[src/rtl/io_uart_tx.sv]
// Memory-mapped 8N1 UART transmitter for the stack machine's I/O bus.
// The CPU pushes bytes into a small FIFO; a serializer FSM shifts them out LSB first.
module io_uart_tx #(
  parameter int unsigned          CPU_WIDTH    = 16,
  parameter logic [CPU_WIDTH-1:0] BASE_ADDR    = 16'h4000,
  parameter int unsigned          CLKS_PER_BIT = 217,
  parameter int unsigned          FIFO_DEPTH   = 8
) (
  input  logic                 clock,
  input  logic                 reset,
  input  logic [CPU_WIDTH-1:0] io_addr,
  input  logic                 io_write,
  input  logic [CPU_WIDTH-1:0] io_wr_data,
  output logic [CPU_WIDTH-1:0] io_rd_data,
  output logic                 io_sel,
  output logic                 tx,
  output logic                 tx_active
);

  localparam int unsigned PTR_W  = $clog2(FIFO_DEPTH);
  localparam int unsigned CNT_W  = PTR_W + 1;
  localparam int unsigned BCNT_W = $clog2(CLKS_PER_BIT);
  localparam logic [BCNT_W-1:0] BCNT_RELOAD = BCNT_W'(CLKS_PER_BIT - 1);
  localparam logic [CNT_W-1:0]  CNT_FULL    = CNT_W'(FIFO_DEPTH);

  typedef enum logic [1:0] {
    S_IDLE,
    S_START,
    S_DATA,
    S_STOP
  } state_t;

  typedef enum logic [1:0] {
    REG_DATA     = 2'd0,
    REG_STATUS   = 2'd1,
    REG_OVERFLOW = 2'd2,
    REG_SPARE    = 2'd3
  } reg_idx_t;

  // Address decode: the four registers sit at BASE_ADDR..BASE_ADDR+3.
  logic [CPU_WIDTH-1:0] offset;
  reg_idx_t             reg_idx;
  logic                 data_wr;
  logic                 ovf_clr;

  assign offset  = io_addr - BASE_ADDR;
  assign io_sel  = (offset[CPU_WIDTH-1:2] == '0);
  assign reg_idx = reg_idx_t'(offset[1:0]);
  assign data_wr = io_write && io_sel && (reg_idx == REG_DATA);
  assign ovf_clr = io_write && io_sel && (reg_idx == REG_OVERFLOW);

  // The upper write-data byte carries no meaning for this block.
  logic unused_wr_hi;
  assign unused_wr_hi = ^io_wr_data[CPU_WIDTH-1:8];

  // FIFO
  logic [7:0]       mem [FIFO_DEPTH];
  logic [PTR_W-1:0] wr_ptr;
  logic [PTR_W-1:0] rd_ptr;
  logic [CNT_W-1:0] count;
  logic             empty;
  logic             full;
  logic             push;
  logic             drop;
  logic             pop;

  assign empty = (count == '0);
  assign full  = (count == CNT_FULL);
  assign push  = data_wr && !full;
  assign drop  = data_wr && full;

  always_ff @(posedge clock) begin
    // NOTE: non-blocking assignments so every register sees pre-edge values of its peers.
    if (reset) begin
      wr_ptr <= '0;
      rd_ptr <= '0;
      count  <= '0;
    end else begin
      if (push) wr_ptr <= wr_ptr + 1'b1;
      if (pop)  rd_ptr <= rd_ptr + 1'b1;
      case ({push, pop})
        2'b10:   count <= count + 1'b1;
        2'b01:   count <= count - 1'b1;
        default: count <= count;
      endcase
    end
  end

  // NOTE: payload storage is deliberately not reset; count and pointers alone define validity.
  always_ff @(posedge clock) begin
    if (push) mem[wr_ptr] <= io_wr_data[7:0];
  end

  // Dropped-byte counter, saturating so software can tell "many" from "wrapped".
  logic [7:0] ovf;

  always_ff @(posedge clock) begin
    if (reset) begin
      ovf <= '0;
    end else if (ovf_clr) begin
      ovf <= '0;
    end else if (drop && (ovf != 8'hFF)) begin
      ovf <= ovf + 1'b1;
    end
  end

  // Serializer
  state_t            state, state_nxt;
  logic [7:0]        shreg, shreg_nxt;
  logic [BCNT_W-1:0] bcnt, bcnt_nxt;
  logic [2:0]        bit_idx, bit_nxt;
  logic              tx_nxt;

  always_comb begin
    // NOTE: every output gets a default first, so no path can infer a latch.
    state_nxt = state;
    shreg_nxt = shreg;
    bcnt_nxt  = bcnt;
    bit_nxt   = bit_idx;
    pop       = 1'b0;

    case (state)
      S_IDLE: begin
        if (!empty) begin
          pop       = 1'b1;
          shreg_nxt = mem[rd_ptr];
          bcnt_nxt  = BCNT_RELOAD;
          state_nxt = S_START;
        end
      end
      S_START: begin
        if (bcnt == '0) begin
          bit_nxt   = '0;
          bcnt_nxt  = BCNT_RELOAD;
          state_nxt = S_DATA;
        end else begin
          bcnt_nxt = bcnt - 1'b1;
        end
      end
      S_DATA: begin
        if (bcnt == '0) begin
          shreg_nxt = {1'b0, shreg[7:1]};
          bcnt_nxt  = BCNT_RELOAD;
          if (bit_idx == 3'd7) state_nxt = S_STOP;
          else                 bit_nxt   = bit_idx + 1'b1;
        end else begin
          bcnt_nxt = bcnt - 1'b1;
        end
      end
      S_STOP: begin
        if (bcnt == '0) state_nxt = S_IDLE;
        else            bcnt_nxt  = bcnt - 1'b1;
      end
      default: state_nxt = S_IDLE;
    endcase

    // tx is registered from the next state so the line never glitches.
    case (state_nxt)
      S_START: tx_nxt = 1'b0;
      S_DATA:  tx_nxt = shreg_nxt[0];
      default: tx_nxt = 1'b1;
    endcase
  end

  always_ff @(posedge clock) begin
    if (reset) begin
      state     <= S_IDLE;
      shreg     <= '0;
      bcnt      <= '0;
      bit_idx   <= '0;
      tx        <= 1'b1;
      tx_active <= 1'b0;
    end else begin
      state     <= state_nxt;
      shreg     <= shreg_nxt;
      bcnt      <= bcnt_nxt;
      bit_idx   <= bit_nxt;
      tx        <= tx_nxt;
      tx_active <= (state_nxt != S_IDLE);
    end
  end

  // Read mux: zero when not selected so peripherals can be OR-ed together.
  always_comb begin
    io_rd_data = '0;
    if (io_sel) begin
      case (reg_idx)
        REG_STATUS:   io_rd_data = CPU_WIDTH'({tx_active, empty, full});
        REG_OVERFLOW: io_rd_data = CPU_WIDTH'(ovf);
        default:      io_rd_data = '0;
      endcase
    end
  end

endmodule

[config.mk]
export PLATFORM = sky130hd
export DESIGN_NAME = io_uart_tx
export DESIGN_NICKNAME = d
export VERILOG_FILES = /design/src/rtl/io_uart_tx.sv
export SDC_FILE = /design/constraint.sdc
export NUM_CORES = 1
export LEC_CHECK = 0
export BUFFER_PORTS_ARGS = -buffer_cell sky130_fd_sc_hd__buf_2
export CORE_UTILIZATION = 30
export DETAILED_ROUTE_END_ITERATION = 10
export SKIP_CTS_REPAIR_TIMING = 1
export SYNTH_ARGS = -nofsm -noshare
export SYNTH_HDL_FRONTEND = slang
export SYNTH_SLANG_ARGS = --single-unit
[constraint.sdc]
create_clock -name clock -period 7.5 [get_ports clock]
set_input_delay 0.375 -clock clock [delete_from_list [all_inputs] [get_ports clock]]
set_output_delay 0.375 -clock clock [all_outputs]
set_load 0.05 [all_outputs]
# Yosys cells after proc, flatten, opt, wreduce, memory -nomap -nowiden
# Memory sizes are Yosys's and may differ from the RTL's. A register that Yosys moved wholly into a read port is not among the register bits.
# Index checks and enable logic that the tools add are counted.
[word_totals] reg_bits=41 word_cells=85 memories=1 in_bits=35 ramBits=64
[memory_table] memory="mem" words=8 width=8 read_ports=1 rd_ports_with_merged_regs=1 wr=1 line="57" text="logic [7:0] mem [FIFO_DEPTH];"
[classes] reduce_logical=21 mux=27 addsub=8 eq_ne=17
[ops] cell="$mux 8" count=6
[ops] cell="$pmux 8 s2" count=2
[ops] cell="$pmux 8 s3" count=1
[ops] cell="$sub 16x15->16 const B" count=1
[ops] cell="$mux 3" count=5
[ops] cell="$logic_not 14->1" count=1
[ops] cell="$eq 2x2->1 const B" count=5
[ops] cell="$mux 2" count=5
[ops] cell="$ne 2x2->1 const B" count=5
[ops] cell="$add 3x1->3 const B" count=3
[ops] cell="$add 8x1->8 const B" count=1
[ops] cell="$eq 2x1->1 const B" count=4
[ops] cell="$logic_not 8->1" count=1
[ops] cell="$ne 8x8->1 const B" count=1
[ops] cell="$pmux 2 s4" count=1
[ops] cell="$pmux 4 s2" count=1
[ops] cell="$reduce_bool 2->1" count=4
[ops] cell="$sub 8x1->8 const B" count=1
[ops] cell="$logic_and 1x1->1" count=6
[ops] cell="$pmux 3 s2" count=1
[ops] cell="$add 4x1->4 const B" count=1
[ops] cell="$eq 4x4->1 const B" count=1
[ops] cell="$logic_not 2->1" count=2
[ops] cell="$logic_not 4->1" count=1
[ops] cell="other kinds (9)" count=13

# Logic depth before layout (Yosys ltp)
# Gate-level depths: netlist of run 1.
[depth] ltp_word=7 ltp_mapped=14

# Worst setup path before layout of run 1
# OpenSTA, ideal clock, no wires.
[synth_path] path_kind="input to output" start="input port io_addr[3]" end="output port io_rd_data[0]" t_required_ns=7.125 arrival_ns=2.613 setup_slack_ns=4.512 cell_stages=5 cell_sequence="nor4_1 -> nand4b_2 -> nor2_1 -> nand2_1 -> nor2_1"
[synth_via] elab_chain_cells=3
[synth_rtl] item="start: declaration" line="11" text="input logic [CPU_WIDTH-1:0] io_addr,"
[synth_rtl] item="$sub 16x15->16" line="46" text="assign offset = io_addr - BASE_ADDR;"
[synth_rtl] item="$logic_not 14->1" line="47" text="assign io_sel = (offset[CPU_WIDTH-1:2] == '0);"
[synth_rtl] item="named net io_sel" line="15" text="output logic io_sel,"
[synth_rtl] item="$mux 8" line="186" text="if (io_sel) begin"
[synth_rtl] item="end: declaration" line="14" text="output logic [CPU_WIDTH-1:0] io_rd_data,"
# The timed path passes the listed nets, and every way through them passes these cells.

# Worst setup path after layout of run 1
[layout_path] start="register state[0]" end="register count[2]"
[layout_via] elab_chain_cells=4 elab_cells_between_ends=6 cone_classes="eq/ne (2); mux (2); reduce/logical (2)"
[layout_rtl] item="start: declaration" line="108" text="state_t state, state_nxt;"
[layout_rtl] item="start signal: assignment" line="174" text="state <= state_nxt;"
[layout_rtl] item="$logic_not 2->1 *" line="122" text="case (state)"
[layout_rtl] item="$mux 1 *" line="122"
[layout_rtl] item="named net pop" line="65" text="logic pop;"
[layout_rtl] item="$eq 2x1->1 / $eq 2x2->1 (equally long branches)" line="81" text="case ({push, pop})"
[layout_rtl] item="$pmux 4 s2 / $reduce_bool 2->1 (equally long branches)"
[layout_rtl] item="end signal: assignment" line="82" text="2'b10: count <= count + 1'b1;"
[layout_rtl] item="end signal: assignment" line="83" text="2'b01: count <= count - 1'b1;"
[layout_rtl] item="end signal: assignment" line="84" text="default: count <= count;"
[layout_rtl] item="end: declaration" line="60" text="logic [CNT_W-1:0] count;"
# The timed path passes the listed nets; every way through them passes the cells marked *.
# A chain may end at the register's enable or synchronous reset.

==> impl_metrics.csv, run 1 <==
group,metric,value,unit
routing,routed_wl,9480,µm
routing,drtIter0Drc,135,
timing,finalSetupTns,0,ns
logic_synthesis,synth_edf_count,64,
outcome,status,"finished, final reports clean",
placed_design,dp_hpwl,6410,µm
logic_synthesis,syn_avg_cell_area,12.0,µm²
layout,stdcell_count,667,
critical_path,r2r_slack,4.50,ns
critical_path,r2r-start,"state[0]",
logic_synthesis,async_reset_ff_share,0,%
cts,cts_tree,"done",
critical_path,cp_data_required_time,7.77,ns
cts,clock_path_buffers,2,
logic_synthesis,ys_seq_area_share,56.8,%
placed_design,port_buffers,37,
timing,hold_viol_final,0,
cts,cts-htree-levels,3,
critical_path,reg2reg_to,"count[2]",
critical_path,crit_start,"state[0]",
routing,dr.pass1.iters,4,
routing,wl_per_cell,14.2,µm
timing,finalCritPeriodShare,40.1,%
global_route,grt_max_degree,35,
layout,nets,497,
hold_path,whs_endpoint,"mem[3][6]",
floorplan,start_util,30.9,%
global_route,grt_antenna_before_repair,0,
routing,ant_nets,0,
hold_path,hold_depth,1,
logic_synthesis,synth-main-ff-cell,"edfxtp_1",
floorplan,rows,46,
placed_design,place.gp.congestion,0.792,
logic_synthesis,syn-cell-area,4930,µm²
cts,cts_sinks,108,
floorplan,ioPinCount,54,
timing,rsz0062_at_grt,"false",
floorplan,die-area,17000,µm²
timing,worstMarginPinSlew,1.10,ns
pwr,power_density,207,nW/µm²
timing,finClkSkew,0.00751,ns
global_route,grt_pass1_wl,15600,µm
cts,clk_pin_slew,0.07,ns
logic_synthesis,synthCells,412,
global_route,track_usage,12.2,%
pwr,vdd_drop_max,207,µV
critical_path,worstPathArrival,3.28,ns
floorplan,core_region_area,15900,µm²
cts,clock_latency,0.35,ns
timing,relSlewSlack,26.5,%
pwr,p_leak,1.96,nW
logic_synthesis,synth-seq-cells,108,
critical_path,ff2ff_path_depth,11,
layout,n_antenna_cell,0,
layout,synthToLayoutAreaGrowth,13.3,%
global_route,gr-total-overflow,0,
routing,via_per_inst,4.83,
timing,layout_min_cycle_time,3.00,ns
global_route,grt_pass1_vias,3126,
logic_synthesis,synth.yosys.warnings,0,
floorplan,die-height,130,µm
hold_path,hold_class,"in2reg",
critical_path,worst_setup_path_end_kind,"flip-flop",
job,drv_cap,0,
layout,final.fill_count,1562,
timing,setup_viol,0,
timing,fmax,333,MHz
hold_path,hold_start,"io_wr_data[6]",
routing,route.detailed.drc,0,
placed_design,placedCellCount,651,
critical_path,startpoint_type,"flip-flop",
floorplan,dieWidth,130,µm
routing,vias,3219,
cts,cts_root_buf,"clkbuf_16",
layout,drive_gt1_share,17.5,%
critical_path,critical_path_class,"reg2reg",
timing,drv_slew,0,
cts,numCtsBuffers,9,
logic_synthesis,ys_types,59,
critical_path,crit_fanout,18,
## through the flow
stage               worst slack (ns)  instance area (µm²)  util [%]  power, mW  hold WS (ns)
floorplan                       4.51                 4960         -      0.696         0.432
global placement                4.40                 5300      33.2      0.710         0.444
detailed placement              4.32                 5300      33.2      0.713         0.454
CTS                             4.47                 5590      35.0       1.17         0.276
global route                    4.20                 5590      35.0       1.20         0.274
finish                          4.50                 5590      35.0       1.15         0.290
## layout by cell type, fill, tap and decap left out, types with 14 or more instances in the layout
master,count
mux4_2,14
nor3_1,21
a21oi_1,21
nand2_1,24
nor2_1,55
edfxtp_1,64
buf_2,37
ha_1,16
dfxtp_1,44
## flip-flops by register name, indices dropped and copies added, names as in the netlist, 2 cells and up, named ones only
| name | cells |
|---|---|
| state | 2 |
| wr_ptr | 3 |
| ovf | 8 |
| count | 4 |
| shreg | 8 |
| bcnt | 8 |
| bit_idx | 3 |
| mem | 64 |
| rd_ptr | 3 |
## how the worst max path moves through the flow
stage,endpoint,slack (ns),cells after the start
floorplan,io_rd_data[0],4.51,5
global placement,mem[4][4],4.40,6
detailed placement,count[2],4.32,12
CTS,count[2],4.47,11
global route,count[2],4.20,11
finish,count[2],4.50,11
## synthesized netlist by cell type, drive strengths merged, types with 10 or more instances
master	instances	area [µm²]
nand2	24	90.1
edfxtp	64	1920
ha	16	200
nor3	22	121
a21oi	21	105
dfxtp	44	881
mux2i	10	100
inv	12	45.1
mux4	14	315
buf	14	95.1
nor2	55	206
## per-layer routing
layer  up-vias  wire length [µm]  track usage (%)
li1       1594                 -                -
met1      1546              4230             14.5
met2        73              4760             20.9
met3         6               398             3.49
met4         0                92             4.65
met5         -                 0                0
## where the power goes
part / total, mW / switching, mW / internal [mW]
Sequential: 0.634 / 0.00400 / 0.630
Combinational: 0.0652 / 0.0466 / 0.0186
Clock: 0.455 / 0.215 / 0.240
Total: 1.15 / 0.266 / 0.889
## area by class of cell
cell class              instances  area (µm²)  area share, %
repair buffers                 39         200           3.58
clock buffers                  11         243           4.34
clock inverters                 5        45.0          0.806
inverters                      12        45.0          0.806
well taps                     216         270           4.84
flip-flops and latches        108        2800           50.2
multi-input cells             276        1980           35.5
## logic make-up (layout without fill, tap and decap cells)
family | count (synthesis) | after routing | synth area share [%]
buffers and inverters | 35 | 67 | 3.53
other | 1 | 8 | 0.0760
AND/OR/NAND/NOR | 145 | 145 | 15.0
AO/OA/AOI/OAI | 66 | 66 | 9.01
adder cells (fa/ha/maj) | 16 | 16 | 4.06
multiplexers | 26 | 26 | 8.88
flip-flops | 108 | 108 | 56.8
XOR/XNOR | 15 | 15 | 2.66
## worst max-delay path, stage by stage (launching register included)
cell	delay, ns
dfxtp_1	0.36
inv_1	0.09
ha_1	0.54
nand2_1	0.39
inv_1	0.27
ha_1	0.29
xor2_1	0.09
ha_1	0.18
a21oi_1	0.16
xor2_1	0.10
or3_1	0.32
a21oi_1	0.15
(Power assumes the default switching activity.)
==> run 2: changes to the inputs <==
ABC_AREA = 1   (was not set)
clock period = 2.62 ns   (was 7.5 ns; I/O delays follow)
==> impl_metrics.csv, run 2 <==
group,metric,value,unit
outcome,status,"finished, final reports clean",
routing,wl_per_cell,12.4,µm
critical_path,cp_data_required_time,2.86,ns
layout,final.fill_count,1715,
cts,clock_path_buffers,2,
timing,layout_min_cycle_time,2.21,ns
logic_synthesis,synth.yosys.warnings,0,
critical_path,r2r_slack,0.41,ns
critical_path,crit_buf_inv,3,
layout,final_util,35.6,%
placed_design,place.gp.congestion,0.795,
critical_path,r2r-start,"state[0]",
logic_synthesis,synth_commonest_cells,"nor2_1, nand2_1, edfxtp_1, o21ai_0, inv_1",
critical_path,worstPathArrival,2.45,ns
global_route,met2_usage,20.8,%
logic_synthesis,synth_edf_count,64,
critical_path,startpoint_type,"flip-flop",
layout,layout_commonest_cell,"nor2_1",
hold_path,hold_class,"in2reg",
pwr,vdd_drop_max,339,µV
logic_synthesis,yosys.area.top_type,"edfxtp_1",
timing,drv_slew,0,
hold_path,whs_endpoint,"mem[6][1]",
cts,clock_latency,0.35,ns
floorplan,die-height,134,µm
cts,numCtsBuffers,9,
logic_synthesis,ys_seq_area_share,53.7,%
floorplan,dieWidth,134,µm
global_route,grt_pass1_wl,17600,µm
global_route,grt-busiest-layer,"met2",
global_route,grt_pass1_vias,3544,
timing,rsz0062_at_grt,"false",
logic_synthesis,synth.most_common_cell,"nor2_1",
critical_path,worst_setup_path_end_kind,"flip-flop",
floorplan,ioPinCount,54,
layout,nets,690,
layout,drive_gt1_share,14.4,%
floorplan,rows,47,
floorplan,start_util,31.2,%
logic_synthesis,synthCells,597,
hold_path,hold_start,"io_wr_data[1]",
timing,relSlewSlack,56.7,%
global_route,gr-total-overflow,0,
critical_path,worst_path_dominant_cell_family,"adder cells",
timing,fmax,452,MHz
critical_path,crit_fanout,9,
global_route,grt_max_degree,33,
routing,ant_nets,0,
critical_path,cpMostUsedCell,"ha_1",
layout,stdcell_count,864,
placed_design,port_buffers,37,
routing,via_per_inst,4.52,
critical_path,cpPeakStageDelay,0.39,ns
timing,hold_slack,0.0450,ns
placed_design,placed_cell_area,5650,µm²
cts,cts_sinks,108,
critical_path,cp_cell_sequence,"inv_1 -> ha_1 -> inv_2 -> nor2_4 -> ha_1 -> xor2_1 -> ha_1 -> a21oi_1 -> xor2_1 -> o21ai_0 -> inv_1",
placed_design,dp_hpwl,7370,µm
routing,route.detailed.drc,0,
floorplan,die-area,17900,µm²
routing,vias,3905,
cts,clk_pin_slew,0.07,ns
global_route,met1_usage,16.3,%
logic_synthesis,synth-main-ff-cell,"edfxtp_1",
routing,routed_wl,10800,µm
pwr,p_leak,2.37,nW
critical_path,critical_path_class,"reg2reg",
logic_synthesis,synth-seq-cells,108,
floorplan,core_region_area,16800,µm²
logic_synthesis,syn-cell-area,5220,µm²
layout,n_antenna_cell,0,
timing,worstMarginPinSlew,0.648,ns
timing,setup_viol,0,
hold_path,hold_depth,1,
cts,cts-htree-levels,3,
global_route,track_usage,12.6,%
layout,synthToLayoutAreaGrowth,14.4,%
logic_synthesis,synthTopCellsByArea,"edfxtp_1, dfxtp_1, nor2_1",
routing,drtIter0Drc,177,
job,drv_cap,0,
cts,cts_tree,"done",
routing,dr.pass1.iters,4,
placed_design,placedCellCount,848,
logic_synthesis,syn_avg_cell_area,8.75,µm²
timing,finalSetupTns,0,ns
critical_path,reg2reg_to,"count[2]",
logic_synthesis,ys_types,32,
layout,largest_register_ffs,64,
global_route,grt_antenna_before_repair,0,
critical_path,ff2ff_path_depth,11,
global_route,use_met3,1.93,%
logic_synthesis,async_reset_ff_share,0,%
logic_synthesis,yosys.area.top_type_share,36.8,%
layout,most-common-layout-cells,"nor2_1, nand2_1, edfxtp_1",
critical_path,slowest_stage,"dfxtp_1",
cts,cts_root_buf,"clkbuf_16",
timing,finClkSkew,0.00819,ns
layout,fin_area,5970,µm²
timing,hold_viol_final,0,
pwr,power_density,939,nW/µm²
timing,finalCritPeriodShare,84.5,%
layout,regMostFlops,"mem",
[run 2: cell families after synthesis]
family                   count (synthesis)  share of synthesized area [%]
buffers and inverters                   80                           6.54
other                                    1                         0.0718
XOR/XNOR                                11                           1.85
AO/OA/AOI/OAI                           95                           9.92
flip-flops                             108                           53.7
adder cells (fa/ha/maj)                 16                           3.83
AND/OR/NAND/NOR                        286                           24.1
[run 2: metal layers]
layer / vias up / wire length (µm)
met5: - / 0
met4: 0 / 161
met3: 12 / 214
met2: 45 / 5200
met1: 1793 / 5170
li1: 2055 / -
[run 2: where the power goes]
part	leakage, nW	switching, mW	internal [mW]
clock network	0.159	0.623	0.849
registers	0.936	0.140	1.97
logic	1.28	1.36	0.671
[run 2: how the worst max path moves through the flow]
stage | start | depth (start not counted) | endpoint | slack [ns]
2_1_floorplan | state[1] | 12 | count[2] | 0.48
6_report | state[0] | 11 | count[2] | 0.41
4_1_cts | state[0] | 11 | count[2] | 0.43
3_3_place_gp | io_addr[9] | 14 | count[2] | 0.48
5_1_grt | state[1] | 11 | count[2] | 0.25
3_5_place_dp | state[1] | 11 | count[2] | 0.45
[run 2: metrics by stage]
stage                     worst slack (ns)  power, mW
after floorplan                      0.482       3.72
after global placement               0.477       4.16
after detailed placement             0.447       4.19
after CTS                            0.435       5.65
after global routing                 0.248       6.02
final                                0.406       5.61
[run 2: area by class of cell]
| class | count | area, µm² | share of cell area (%) |
|---|---|---|---|
| flip-flops and latches | 108 | 2800 | 46.9 |
| multi-input cells | 416 | 2100 | 35.2 |
| well taps | 220 | 275 | 4.61 |
| repair buffers | 46 | 253 | 4.23 |
| clock buffers | 10 | 229 | 3.83 |
| inverters | 58 | 218 | 3.64 |
| clock inverters | 6 | 93.8 | 1.57 |
==> run 3: changes to the inputs <==
clock period = 1.8 ns   (was 2.62 ns; I/O delays follow)
==> impl_metrics.csv, run 3 (synthesis gave the netlist of run 2 again) <==
group,metric,value,unit
critical_path,cpPeakStageDelay,0.33,ns
routing,route.detailed.drc,0,
cts,clock_latency,0.35,ns
global_route,grt_antenna_before_repair,0,
timing,fmax,581,MHz
layout,most-common-layout-cells,"nor2_1, nand2_1, edfxtp_1",
critical_path,slowest_stage,"dfxtp_2",
timing,setup_viol,0,
global_route,grt_max_degree,23,
cts,numCtsBuffers,9,
cts,cts_sinks,108,
routing,routed_wl,10700,µm
critical_path,startpoint_type,"flip-flop",
layout,synthToLayoutAreaGrowth,20.9,%
pwr,power_density,1340,nW/µm²
critical_path,worstPathArrival,1.96,ns
timing,rsz0062_at_grt,"true",
timing,drv_slew,0,
cts,cts-htree-levels,3,
layout,regMostFlops,"mem",
pwr,p_leak,2.52,nW
routing,wl_per_cell,12.0,µm
floorplan,dieWidth,134,µm
layout,layout_commonest_cell,"nor2_1",
floorplan,die-height,134,µm
timing,finClkSkew,0.00489,ns
timing,hold_viol_final,0,
placed_design,placedCellCount,871,
pwr,vdd_drop_max,504,µV
layout,nets,720,
routing,dr.pass1.iters,4,
critical_path,crit_fanout,3,
placed_design,place.gp.congestion,0.774,
job,drv_cap,0,
timing,hold_slack,0.0172,ns
cts,cts_tree,"done",
critical_path,critical_path_class,"reg2reg",
placed_design,dp_hpwl,7600,µm
hold_path,hold_class,"in2reg",
layout,final_util,37.7,%
critical_path,cp_cell_sequence,"nor2_4 -> nand2_2 -> nor2_4 -> inv_2 -> nand2_4 -> ha_4 -> xor2_2 -> ha_2 -> a21oi_2 -> xor2_1 -> o21ai_1 -> inv_1",
global_route,grt_pass1_vias,3825,
floorplan,start_util,31.2,%
cts,clock_path_buffers,2,
critical_path,cpMostUsedCell,"nor2_4",
layout,largest_register_ffs,64,
timing,finalCritPeriodShare,95.7,%
floorplan,rows,47,
outcome,status,"finished, final reports clean",
layout,stdcell_count,894,
cts,clk_pin_slew,0.07,ns
routing,drtIter0Drc,195,
global_route,grt_pass1_wl,18100,µm
critical_path,cp_data_required_time,2.04,ns
floorplan,die-area,17900,µm²
timing,layout_min_cycle_time,1.72,ns
floorplan,ioPinCount,54,
global_route,track_usage,12.7,%
global_route,gr-total-overflow,0,
layout,n_antenna_cell,0,
critical_path,worst_setup_path_end_kind,"flip-flop",
routing,via_per_inst,4.48,
routing,ant_nets,0,
layout,drive_gt1_share,20.3,%
floorplan,core_region_area,16800,µm²
routing,vias,4002,
cts,cts_root_buf,"clkbuf_16",
placed_design,port_buffers,37,
run 3: changes by cell type in the layout (fill, tap and decap cells not counted), sizes merged:
cell      change
buf          +30
bufinv        -2
clkbuf        +2
clkinvlp      +1
inv           -1
run 3: layout make-up:
class,instances,area (µm²)
Clock buffer,12,246
Clock inverter,4,33.8
Fill cell,1683,10400
Inverter,58,220
Multi-Input combinational cell,416,2190
Sequential cell,108,2810
Tap cell,220,275
Timing Repair Buffer,76,541
run 3: path summary, 6_finish.rpt:
| path | endpoint | cells past startpoint | slack [ns] | from |
|---|---|---|---|---|
| min | mem[7][7] | 1 | 0.02 | io_wr_data[7] |
| min reg2reg | bit_idx[0] | 2 | 0.47 | bit_idx[0] |
| max | count[2] | 12 | 0.08 | count[0] |
| max reg2reg | count[2] | 12 | 0.08 | count[0] |
run 3: critical path, delay by kind of cell, from the launching register on:
family                   cells  cell delay [ns]
buffers and inverters        2             0.10
XOR/XNOR                     2             0.32
adder cells (fa/ha/maj)      2             0.36
AND/OR/NAND/NOR              4             0.34
flip-flops                   1             0.33
AO/OA/AOI/OAI                2             0.17
run 3: layer usage:
layer	vias up	share of wire (%)	GRT usage, %
li1	2120	-	-
met5	-	0	0
met2	47	49	22.0
met4	0	1.4	4.67
met3	10	2.3	2.23
met1	1825	47	15.9
run 3: power by group:
part / switching, mW / internal [mW]
Clock: 0.857 / 0.987
Sequential: 0.157 / 2.87
Combinational: 2.17 / 1.42
Total: 3.19 / 5.28
run 3: per-stage QoR:
stage | worst slack, ns | setup TNS, ns | power (mW) | cell area (µm²)
after floorplan | -0.0963 | -0.380 | 5.50 | 5290
after global placement | -0.0680 | -0.442 | 6.28 | 5920
after detailed placement | -0.0862 | -1.08 | 6.31 | 5920
after CTS | -0.0107 | -0.0107 | 8.17 | 6200
after global routing | -0.0710 | -0.0939 | 9.14 | 6310
final | 0.0780 | 0 | 8.47 | 6310
